File: config.mk
export PLATFORM = sky130hd
export DESIGN_NAME = pipe_stage_reg
export DESIGN_NICKNAME = d
export VERILOG_FILES = /design/src/rtl/pipe_pkg.sv /design/src/rtl/pipe_sat_counter.sv /design/src/rtl/pipe_stage_reg.sv
export SDC_FILE = /design/constraint.sdc
export NUM_CORES = 1
export LEC_CHECK = 0
export BUFFER_PORTS_ARGS = -buffer_cell sky130_fd_sc_hd__buf_2
export CAP_MARGIN = 5
export CORE_MARGIN = 1.5
export CORE_UTILIZATION = 26
export DETAILED_ROUTE_END_ITERATION = 6
export PLACE_DENSITY = 0.56
export SLEW_MARGIN = 10
export SYNTH_ARGS = -nofsm -noshare
export SYNTH_HDL_FRONTEND = slang
export SYNTH_SLANG_ARGS = --single-unit
File: constraint.sdc
create_clock -name clk -period 2 [get_ports clk]
set_input_delay 0.2 -clock clk [delete_from_list [all_inputs] [get_ports clk]]
set_output_delay 0.2 -clock clk [all_outputs]
set_load 0.05 [all_outputs]
File: src/rtl/pipe_pkg.sv
// Shared constants for the pipeline stage registers.
// These are the default bubble PC, the control-bit positions and the stage occupancy states.
package pipe_pkg;

  localparam logic [31:0] PC_BUBBLE_DEFAULT = 32'hFFFF_FFFF;

  localparam int CTRL_MEMREAD   = 0;
  localparam int CTRL_MEMWRITE  = 1;
  localparam int CTRL_WBDATA    = 2;
  localparam int CTRL_REGWRITE  = 3;
  localparam int CTRL_DATAWRITE = 4;

  typedef enum logic [1:0] {
    EMPTY     = 2'd0,
    FULL      = 2'd1,
    FULL_SKID = 2'd2
  } pipe_state_e;

endpackage

File: src/rtl/pipe_sat_counter.sv
// Saturating up-counter with a synchronous clear.
// It holds at all-ones instead of wrapping.
module pipe_sat_counter #(
  parameter int CNT_W = 16
) (
  input  logic             clk,
  input  logic             clear,
  input  logic             inc,
  output logic [CNT_W-1:0] count
);

  // NOTE: sequential state is always updated with <= so every flop samples pre-edge values.
  always_ff @(posedge clk) begin
    if (clear) begin
      count <= '0;
    end else if (inc && (count != '1)) begin
      count <= count + CNT_W'(1);
    end
  end

endmodule

File: src/rtl/pipe_stage_reg.sv
// Inter-stage pipeline register with valid/ready flow control, flush, bubble insertion and a stall counter.
// Defining PIPE_STAGE_SKID_EN adds one skid entry, which makes in_ready a pure register output.
module pipe_stage_reg
  import pipe_pkg::*;
#(
  parameter int              CTRL_W    = 5,
  parameter int              DATA_W    = 32,
  parameter int              N_DATA    = 2,
  parameter int              REG_W     = 4,
  parameter int              PC_W      = 32,
  parameter logic [PC_W-1:0] PC_BUBBLE = {PC_W{1'b1}},
  parameter int              CNT_W     = 16
) (
  input  logic                     clk,
  input  logic                     reset,
  input  logic                     flush,
  input  logic                     in_valid,
  output logic                     in_ready,
  input  logic [CTRL_W-1:0]        in_ctrl,
  input  logic [DATA_W*N_DATA-1:0] in_data,
  input  logic [REG_W-1:0]         in_dest,
  input  logic [PC_W-1:0]          in_pc,
  output logic                     out_valid,
  input  logic                     out_ready,
  output logic [CTRL_W-1:0]        out_ctrl,
  output logic [DATA_W*N_DATA-1:0] out_data,
  output logic [REG_W-1:0]         out_dest,
  output logic [PC_W-1:0]          out_pc,
  output logic [CNT_W-1:0]         stall_cnt
);

  localparam int PW = CTRL_W + DATA_W*N_DATA + REG_W + PC_W;

  pipe_state_e     state_q, state_d;
  logic [PW-1:0]   main_q;
  logic [PW-1:0]   in_payload;
  logic [CTRL_W-1:0] main_ctrl;
  logic [PC_W-1:0] main_pc;
  logic            accept, drain, load_main;

  assign in_payload = {in_ctrl, in_data, in_dest, in_pc};
  assign out_valid  = (state_q != EMPTY);
  assign accept     = in_valid && in_ready;
  assign drain      = out_valid && out_ready;

`ifdef PIPE_STAGE_SKID_EN
  logic [PW-1:0] skid_q;
  logic          load_skid, main_from_skid;

  assign in_ready = (state_q != FULL_SKID);
`else
  assign in_ready = !out_valid || out_ready;
`endif

  always_ff @(posedge clk) begin
    if (reset) state_q <= EMPTY;
    else       state_q <= state_d;
  end

  // NOTE: every always_comb output gets a default first so no path can infer a latch.
  always_comb begin
    state_d   = state_q;
    load_main = 1'b0;
`ifdef PIPE_STAGE_SKID_EN
    load_skid      = 1'b0;
    main_from_skid = 1'b0;
`endif
    if (flush) begin
      state_d = EMPTY;
    end else begin
      case (state_q)
        EMPTY: begin
          if (accept) begin
            state_d   = FULL;
            load_main = 1'b1;
          end
        end
        FULL: begin
          if (drain) begin
            if (accept) load_main = 1'b1;
            else        state_d   = EMPTY;
          end
`ifdef PIPE_STAGE_SKID_EN
          else if (accept) begin
            state_d   = FULL_SKID;
            load_skid = 1'b1;
          end
`endif
        end
`ifdef PIPE_STAGE_SKID_EN
        FULL_SKID: begin
          if (drain) begin
            main_from_skid = 1'b1;
            if (accept) load_skid = 1'b1;
            else        state_d   = FULL;
          end
        end
`endif
        default: state_d = EMPTY;
      endcase
    end
  end

  // NOTE: the main payload is reset because out_data/out_dest must read 0 after reset.
  // The skid payload is not reset, because its validity lives entirely in state_q.
  always_ff @(posedge clk) begin
    if (reset) begin
      main_q <= {{(PW-PC_W){1'b0}}, PC_BUBBLE};
    end else begin
      if (load_main) main_q <= in_payload;
`ifdef PIPE_STAGE_SKID_EN
      else if (main_from_skid) main_q <= skid_q;
      if (load_skid) skid_q <= in_payload;
`endif
    end
  end

  assign {main_ctrl, out_data, out_dest, main_pc} = main_q;

  // Bubbles must never carry side-effecting control or a real PC.
  assign out_ctrl = out_valid ? main_ctrl : '0;
  assign out_pc   = out_valid ? main_pc   : PC_BUBBLE;

  pipe_sat_counter #(
    .CNT_W (CNT_W)
  ) u_stall_cnt (
    .clk   (clk),
    .clear (reset),
    .inc   (out_valid && !out_ready),
    .count (stall_cnt)
  );

endmodule

==> out/metrics.yaml, run 1 <==
drt:
  wl_met3_um: 1220
  vias: 4696
  viasPerCell: 4.21
  wire_per_inst_um: 12.7
  wl_met1_um: 6450
  remaining_drc_errors: 0
  drt-total-wl_um: 14200
  dr.pass1.iters: 5
  drtAntennaViolNets: 0
  highest_layer: "met4"
  dr_wl_met2_um: 6350
  drt_iter0_markers: 193
clocking:
  clockBufferDepth: 2
  insertion_delay_ns: 0.41
  cts_made_buffers: 17
  clkTransAtPathRegs_ns: 0.05
  cts_root_buf: "clkbuf_16"
  ctsHtreeMaxLevel: 4
  cts.sinks: 122
  cts_tree: "yes"
  post_cts_buffers: 0
hold_path:
  hp-class: "input port to flop"
  hold_path_depth: 3
  min_to: "main_q[7]"
  hold_start: "in_pc[7]"
pwr:
  vdd_drop_max_mv: 0.516
  pwr-share-comb: 0.127
  pwr-share-seq: 0.401
  power_switching_mw: 1.67
  power.internal_mw: 4.80
  power_mw: 6.48
  p_clk_frac: 0.472
  power_density_mw_per_mm2: 921
  switching_share: 0.258
  p_leak_nw: 3.11
yosys:
  synth_edf_count: 0
  ys_ff_latch: 122
  synth_top_area_share: 0.467
  ys_seq_area_frac: 0.467
  yosysTopAreaCell: "dfxtp_1"
  synth_ff_type: "dfxtp_1"
  synth_fp_nets: 772
  yosysMostFrequentCell: "nand2_1"
  synth_area_leaders: "dfxtp_1 47%, nand2_1 15%, buf_4 9.8%, a21oi_1 8.0%, nand3b_1 4.7%"
  synthArstFlopShare: 0
  yosys-top-cells-count: "215 x nand2_1, 122 x dfxtp_1, 84 x a21oi_1, 68 x buf_4, 33 x nand3b_1"
  synth_cell_types: 35
  ys_warn_count: 0
  avgSynthCellArea_um2: 7.91
  synth_area_mm2: 0.00523
  syn_inst: 661
timing:
  period_share: 0.914
  hold_viol: 0
  relSlewSlack: 0.695
  rsz0062_at_grt: "no"
  period_minus_slack_ns: 1.83
  final.setup_skew_ns: 0.00764
  max_freq_ghz: 0.547
  setup_viol: 0
  worst_pin_slew_ns: 0.454
  drv_slew: 0
finish:
  final_area_mm2: 0.00704
  layoutNonFillerInstCount: 1116
  fillers: 2099
  final_core_util: 0.359
  final_nets: 949
  area_delta_synth_final_pct: 34.5
  drive_gt1_frac: 0.335
placement:
  postPlaceCellArea_mm2: 0.00621
  hpwl_um: 9330
  io_buffers: 232
  dp_cells: 1059
  gp_congestion: 0.754
worst_setup_path:
  start_kind: "flop"
  crit_start: "state_q[0]"
  critical_path_class: "flop to flop"
  crit_required_ns: 2.29
  r2r-end: "u_stall_cnt.count[15]"
  cp-end-kind: "flop"
  cp.arrival_ns: 2.11
  path_max_fanout: 6
  timing.rr.start: "state_q[0]"
  r2r_slack_ns: 0.17
  rr_worst_depth: 5
outcome:
  status: "finished clean"
floorplan:
  start_util: 0.267
  die_x_um: 145
  core-area_mm2: 0.0196
  fp-row-count: 51
  die-area_mm2: 0.0210
  ios: 233
  die_h_um: 145
run:
  cap_violations: 0
global_route:
  track_usage: 0.135
  grt_pass1_vias: 4393
  grt_pass1_wl_um: 22000
  grt-ovfl-total: 0
  grt_max_degree: 64
  antenna_found_initial: 1
power by group through the flow:
stage / clock [mW] / sequential (mW) / combinational [mW]
2_1_floorplan: 0 / 2.65 / 0.613
3_3_place_gp: 0 / 2.65 / 0.792
3_5_place_dp: 0 / 2.65 / 0.794
4_1_cts: 3.16 / 2.60 / 0.835
5_1_grt: 3.27 / 2.61 / 0.900
6_report: 3.06 / 2.60 / 0.825
kinds of logic (layout without fill, tap and decap cells):
family | count (synthesis) | after routing | synth area share
adder cells (fa/ha/maj) | 1 | 1 | 0.00239
AO/OA/AOI/OAI | 98 | 98 | 0.0995
AND/OR/NAND/NOR | 324 | 324 | 0.293
other | 0 | 1 | 0
flip-flops | 122 | 122 | 0.467
buffers and inverters | 112 | 301 | 0.131
XOR/XNOR | 2 | 2 | 0.00335
multiplexers | 2 | 2 | 0.00407
worst max-delay path: stages (launching register included):
cell,delay [ns]
dfxtp_2,0.32
nor2b_4,0.19
inv_2,0.08
or3_4,0.39
nor4_1,0.37
mux2_2,0.37
cell type report:
type | instances | area [µm²] | area share
diodes | 1 | 2.50 | 0.000356
clock buffers | 22 | 454 | 0.0646
clock inverters | 9 | 123 | 0.0174
inverters | 4 | 15.0 | 0.00213
multi-input cells | 427 | 2110 | 0.300
flip-flops and latches | 122 | 2460 | 0.349
well taps | 265 | 332 | 0.0471
repair buffers | 266 | 1540 | 0.219
repair_timing:
| item | CTS | global route |
|---|---|---|
| hold buffers | 25 | 0 |
| gates resized for setup | 0 | 0 |
| hold endpoints to repair | 25 | 0 |
flip-flops by register name, summed over array words and instances, names as in the netlist:
signal	flops
state_q	1
u_stall_cnt.count	16
main_q	105
worst max-delay path by stage:
stage	endpoint	slack, ns	cells past startpoint
floorplan	u_stall_cnt.count[15]	-0.03	5
global placement	u_stall_cnt.count[15]	0.21	6
detailed placement	u_stall_cnt.count[15]	0.18	6
CTS	out_ctrl[0]	0.15	3
global route	u_stall_cnt.count[15]	0.08	5
finish	u_stall_cnt.count[15]	0.17	5
placed cells by master, fill, tap and decap left out, drive strengths merged, types with 2 or more instances in the layout:
cell,n
and2,5
dfxtp,122
nand2,215
inv,4
nor2,6
dlygate4sd3,25
clkbuf,22
nand3,4
nand3b,33
nand2b,32
o31ai,5
and3,3
buf,241
or4,5
nor3,3
a21oi,84
xor2,2
bufinv,3
clkinv,5
o21ai,6
nor2b,2
or3,7
nor4,2
nand4,4
stage by stage:
step	TNS [ns]	setup slack (ns)	hold WS (ns)
after floorplan	-0.0277	-0.0277	0.272
after global placement	0	0.209	0.408
after detailed placement	0	0.184	0.406
after CTS	0	0.150	0.000346
after global routing	0	0.0778	0.00494
final	0	0.171	0.0182
layer usage:
layer,track usage,up-vias
met2,0.212,158
li1,-,2441
met1,0.166,2088
met5,0,-
met3,0.0579,9
met4,0.0409,0
Power figures use the tool's default switching activity.
==> run 2: changes to the inputs <==
Settings changed: CTS_BUF_LIST set to sky130_fd_sc_hd__clkbuf_4 sky130_fd_sc_hd__clkbuf_8, REMOVE_ABC_BUFFERS set to 1.
==> run 2 against run 1 <==
Against the previous run: fmax shrank 0.63%; highest routed layer unchanged; total power shrank 9.6%; sequential power is essentially flat; clock power shrank 25%; global-route usage grew 0.73 points; flip-flop and latch count is the same; routed wire length grew 9.3%; largest cell class unchanged; via count grew 8.2%.
==> out/metrics.yaml, run 2 (synthesis gave the netlist of run 1 again) <==
outcome:
  status: "finished clean"
timing:
  max_freq_ghz: 0.543
  finalSetupTns_ns: 0
  setup_viol: 0
  period_minus_slack_ns: 1.84
  relSlewSlack: 0.670
  final.setup_skew_ns: 0.00887
  hold_viol: 0
  rsz0062_at_grt: "no"
  worst_pin_slew_ns: 0.492
  drv_slew: 0
  period_share: 0.920
worst_setup_path:
  cp-end-kind: "output pin"
  crit_path_cell_trace: "buf_4 > and2_1 > buf_2"
  critical_path_class: "flop to output pin"
  crit_required_ns: 1.80
  path_delay_family: "buffers and inverters"
  cp.arrival_ns: 1.64
  start_kind: "flop"
  slowest_stage: "buf_4"
  path_max_fanout: 39
  critPathBufInv: 2
  worst_path_largest_cell_delay_ns: 0.40
floorplan:
  die-area_mm2: 0.0210
  fp-row-count: 51
  die_x_um: 145
  ios: 233
  core-area_mm2: 0.0196
  die_h_um: 145
  start_util: 0.267
drt:
  vias: 5082
  drtAntennaViolNets: 0
  dr.pass1.iters: 4
  drt_iter0_markers: 181
  wire_per_inst_um: 13.0
  drt-total-wl_um: 15500
  viasPerCell: 4.25
  remaining_drc_errors: 0
pwr:
  power_density_mw_per_mm2: 765
  vdd_drop_max_mv: 0.457
  power_mw: 5.85
  p_leak_nw: 3.37
global_route:
  antenna_found_initial: 0
  grt_pass1_vias: 4759
  grt_max_degree: 77
  grt_pass1_wl_um: 23200
  track_usage: 0.142
  grt-ovfl-total: 0
finish:
  largestRegisters: "main_q x105, u_stall_cnt.count x16, state_q x1"
  seqCellArea_mm2: 0.00244
  layout_commonest_cell: "buf_2"
  diodes: 0
  area_delta_synth_final_pct: 46.3
  final_core_util: 0.391
  layout_common_cells: "231 x buf_2, 215 x nand2_1, 122 x dfxtp_1, 104 x dlygate4sd3_1, 84 x a21oi_1"
  final_nets: 1031
  final_area_mm2: 0.00765
  multi_input_area_mm2: 0.00211
  largest_reg_flops: 105
  largest-register: "main_q"
  fillers: 2019
  drive_gt1_frac: 0.302
  layoutNonFillerInstCount: 1197
placement:
  postPlaceCellArea_mm2: 0.00620
  gp_congestion: 0.821
  dp_cells: 1062
  io_buffers: 232
  hpwl_um: 9380
clocking:
  cts_root_buf: "clkbuf_8"
  cts_tree: "yes"
  clockBufferDepth: 2
  insertion_delay_ns: 0.42
  cts.sinks: 122
  post_cts_buffers: 0
  ctsHtreeMaxLevel: 4
  cts_made_buffers: 17
  clkTransAtPathRegs_ns: 0.08
hold_path:
  hp-class: "input port to flop"
run:
  cap_violations: 0
## run 2: changes by cell type in the layout (fill, tap and decap cells not counted), sizes merged
cell / delta
diode: -1
buf: +3
clkinv: +3
dlygate4sd3: +79
clkbuf: -3
## run 2: per-layer routing
metal | track usage | share of wire
met4 | 0.0574 | 0.021
met2 | 0.240 | 0.47
met5 | 0 | 0
met3 | 0.0434 | 0.072
met1 | 0.167 | 0.43
## run 2: path summary, 6_finish.rpt
path / start / slack, ns / cells past startpoint / to
min: in_dest[3] / 0.04 / 3 / main_q[35]
max: state_q[0] / 0.16 / 3 / out_ctrl[1]
min reg2reg: main_q[33] / 0.45 / 2 / main_q[33]
max reg2reg: state_q[0] / 0.19 / 5 / u_stall_cnt.count[15]
## run 2: power breakdown
group / leakage (nW) / internal, mW / switching, mW
clock: 0.211 / 1.29 / 1.02
combinational: 2.16 / 0.381 / 0.576
sequential: 0.999 / 2.54 / 0.0484
total: 3.37 / 4.21 / 1.64
## run 2: cell type report
cell class                      instances  area share
Timing Repair Buffer                  348       0.306
Sequential cell                       122       0.319
Inverter                                4     0.00196
Clock inverter                         12      0.0195
Multi-Input combinational cell        427       0.276
Tap cell                              265      0.0433
Clock buffer                           19      0.0342
## run 2: through the flow
stage	setup slack (ns)	hold WS [ns]
6_report	0.160	0.0371
5_1_grt	0.0382	0.00204
3_5_place_dp	0.211	0.416
3_3_place_gp	0.225	0.409
4_1_cts	0.108	0.00354
2_1_floorplan	-5.00	0.269
## run 2: worst register-to-register path: stages (launching register included)
cell	delay, ns
dfxtp_1	0.34
nor2b_4	0.20
inv_2	0.08
or3_4	0.39
nor4_1	0.32
mux2_2	0.37
## run 2: timing repair
item	4_1_cts	5_1_grt
hold endpoints to repair	104	0
gates resized for setup	0	0
hold buffers	104	0
==> run 3: changes to the inputs <==
Settings changed: CELL_PAD_IN_SITES_DETAIL_PLACEMENT set to 0, CELL_PAD_IN_SITES_GLOBAL_PLACEMENT set to 1, PLACE_DENSITY 0.56 to 0.72.
==> run 3 against run 2 <==
Against the previous run: die area did not move; clock power is 11% higher; non-clock buffer count increased by 2; worst hold slack better by 0.034 ns; sequential power hardly changed; combinational power hardly changed; setup slack lost 0.013 ns; cell count grew 0.25%; critical path depth is the same; routed wire length increased by 0.91%; via count decreased by 0.47%; critical path type unchanged.
==> out/metrics.yaml, run 3 (synthesis gave the netlist of run 1 again) <==
timing:
  worst_pin_slew_ns: 0.602
  relSlewSlack: 0.599
  hold_viol: 0
  max_freq_ghz: 0.540
  drv_slew: 0
  setup_viol: 0
  period_share: 0.927
  rsz0062_at_grt: "no"
  period_minus_slack_ns: 1.85
  final.setup_skew_ns: 0.00655
drt:
  drt-total-wl_um: 15600
  drt_iter0_markers: 205
  dr.pass1.iters: 4
  vias: 5058
  remaining_drc_errors: 0
  viasPerCell: 4.22
  wire_per_inst_um: 13.0
  drtAntennaViolNets: 0
clocking:
  insertion_delay_ns: 0.44
  postCtsResizedCells: 0
  clkTransAtPathRegs_ns: 0.07
  cts_made_buffers: 17
  clockBufferDepth: 2
  cts_root_buf: "clkbuf_8"
  cts_tree: "yes"
  ctsHtreeMaxLevel: 4
  cts.sinks: 122
floorplan:
  start_util: 0.267
  die-area_mm2: 0.0210
  core-area_mm2: 0.0196
  die_x_um: 145
  ios: 233
  die_h_um: 145
  fp-row-count: 51
placement:
  dp_cells: 1062
  postPlaceCellArea_mm2: 0.00620
  io_buffers: 232
  hpwl_um: 9540
  gp_congestion: 0.824
pwr:
  power.internal_mw: 4.41
  p_leak_nw: 3.37
  pwr-share-seq: 0.424
  switching_share: 0.279
  power_density_mw_per_mm2: 791
  p_clk_frac: 0.419
  pwr-share-comb: 0.156
  vdd_drop_max_mv: 0.368
  power_switching_mw: 1.70
worst_setup_path:
  crit_path_cell_trace: "buf_4 > and2_1 > buf_2"
  r2r_slack_ns: 0.18
  cp.arrival_ns: 1.65
  worst_path_largest_cell_delay_ns: 0.39
  crit_required_ns: 1.80
  cp-end-kind: "output pin"
  path_delay_family: "buffers and inverters"
  timing.rr.start: "state_q[0]"
  critPathBufInv: 2
  critical_path_class: "flop to output pin"
  crit_start: "state_q[0]"
  slowest_stage: "buf_4"
  path_max_fanout: 39
  start_kind: "flop"
finish:
  final_area_mm2: 0.00772
  layout_commonest_cell: "buf_2"
  layoutNonFillerInstCount: 1200
  largest_reg_flops: 105
  area_delta_synth_final_pct: 47.6
  final_nets: 1033
  largestRegisters: "main_q x105, u_stall_cnt.count x16, state_q x1"
  largest-register: "main_q"
  layout_common_cells: "231 x buf_2, 215 x nand2_1, 122 x dfxtp_1, 106 x dlygate4sd3_1, 84 x a21oi_1"
  drive_gt1_frac: 0.302
  fillers: 2033
  diodes: 0
global_route:
  grt_pass1_wl_um: 23200
  track_usage: 0.143
  use_met3: 0.0454
  busiest_layer: "met2"
  antenna_found_initial: 0
  grt_max_degree: 106
  use_met1: 0.164
  grt-ovfl-total: 0
  grt_pass1_vias: 4688
  globalRouteMet2Util: 0.248
hold_path:
  hp-class: "input port to flop"
  hold_start: "in_valid"
run:
  cap_violations: 0
outcome:
  status: "finished clean"
run 3: changes by cell type in the layout (fill, tap and decap cells not counted), sizes merged:
| cell | change |
|---|---|
| bufinv | +2 |
| clkbuf | -2 |
| clkinv | -5 |
| clkinvlp | +6 |
| dlygate4sd3 | +2 |
run 3: repair_timing:
action                    in CTS  in global routing
hold buffers                 106                  0
setup buffers                  0                  0
hold endpoints to repair     106                  0
run 3: path summary, 6_finish.rpt:
check	end	cells past startpoint
hold reg to reg	main_q[68]	2
setup / recovery	out_ctrl[0]	3
setup reg to reg	u_stall_cnt.count[15]	5
hold / removal	state_q[0]	3
run 3: worst min-delay path, stage by stage:
cell    delay, ns
buf_2        0.11
nor2_1       0.09
nor3_1       0.05
run 3: layer usage:
| layer | wire length, µm | part of all wire | vias up |
|---|---|---|---|
| met5 | 0 | 0 | - |
| met4 | 254 | 0.016 | 0 |
| met3 | 1050 | 0.067 | 21 |
| met2 | 7600 | 0.49 | 163 |
| met1 | 6740 | 0.43 | 2264 |
| li1 | - | - | 2610 |
run 3: layout make-up:
cell class                 instances  area (µm²)  area share
sequential                       122        2440       0.316
timing repair buffer             350        2360       0.306
multi-input combinational        427        2110       0.273
tap                              265         332      0.0429
clock buffer                      17         234      0.0303
clock inverter                    15         225      0.0292
inverter                           4        15.0     0.00194
run 3: power groups by stage:
stage / Clock (mW) / Combinational, mW / Sequential, mW
5_1_grt: 2.79 / 1.03 / 2.61
2_1_floorplan: 0 / 0.274 / 2.88
6_report: 2.56 / 0.956 / 2.59
3_3_place_gp: 0 / 0.795 / 2.65
4_1_cts: 2.67 / 0.960 / 2.59
3_5_place_dp: 0 / 0.796 / 2.65
run 3: stage by stage:
step	hold slack, ns	worst slack [ns]	utilization	setup TNS, ns	power [mW]
finish	0.0714	0.147	0.394	0	6.11
global route	0.0575	0.0174	0.394	0	6.43
CTS	0.0326	0.0763	0.394	0	6.23
detailed placement	0.414	0.197	0.317	0	3.45
global placement	0.411	0.242	0.317	0	3.44
floorplan	0.269	-5.00	-	-531.32	3.15
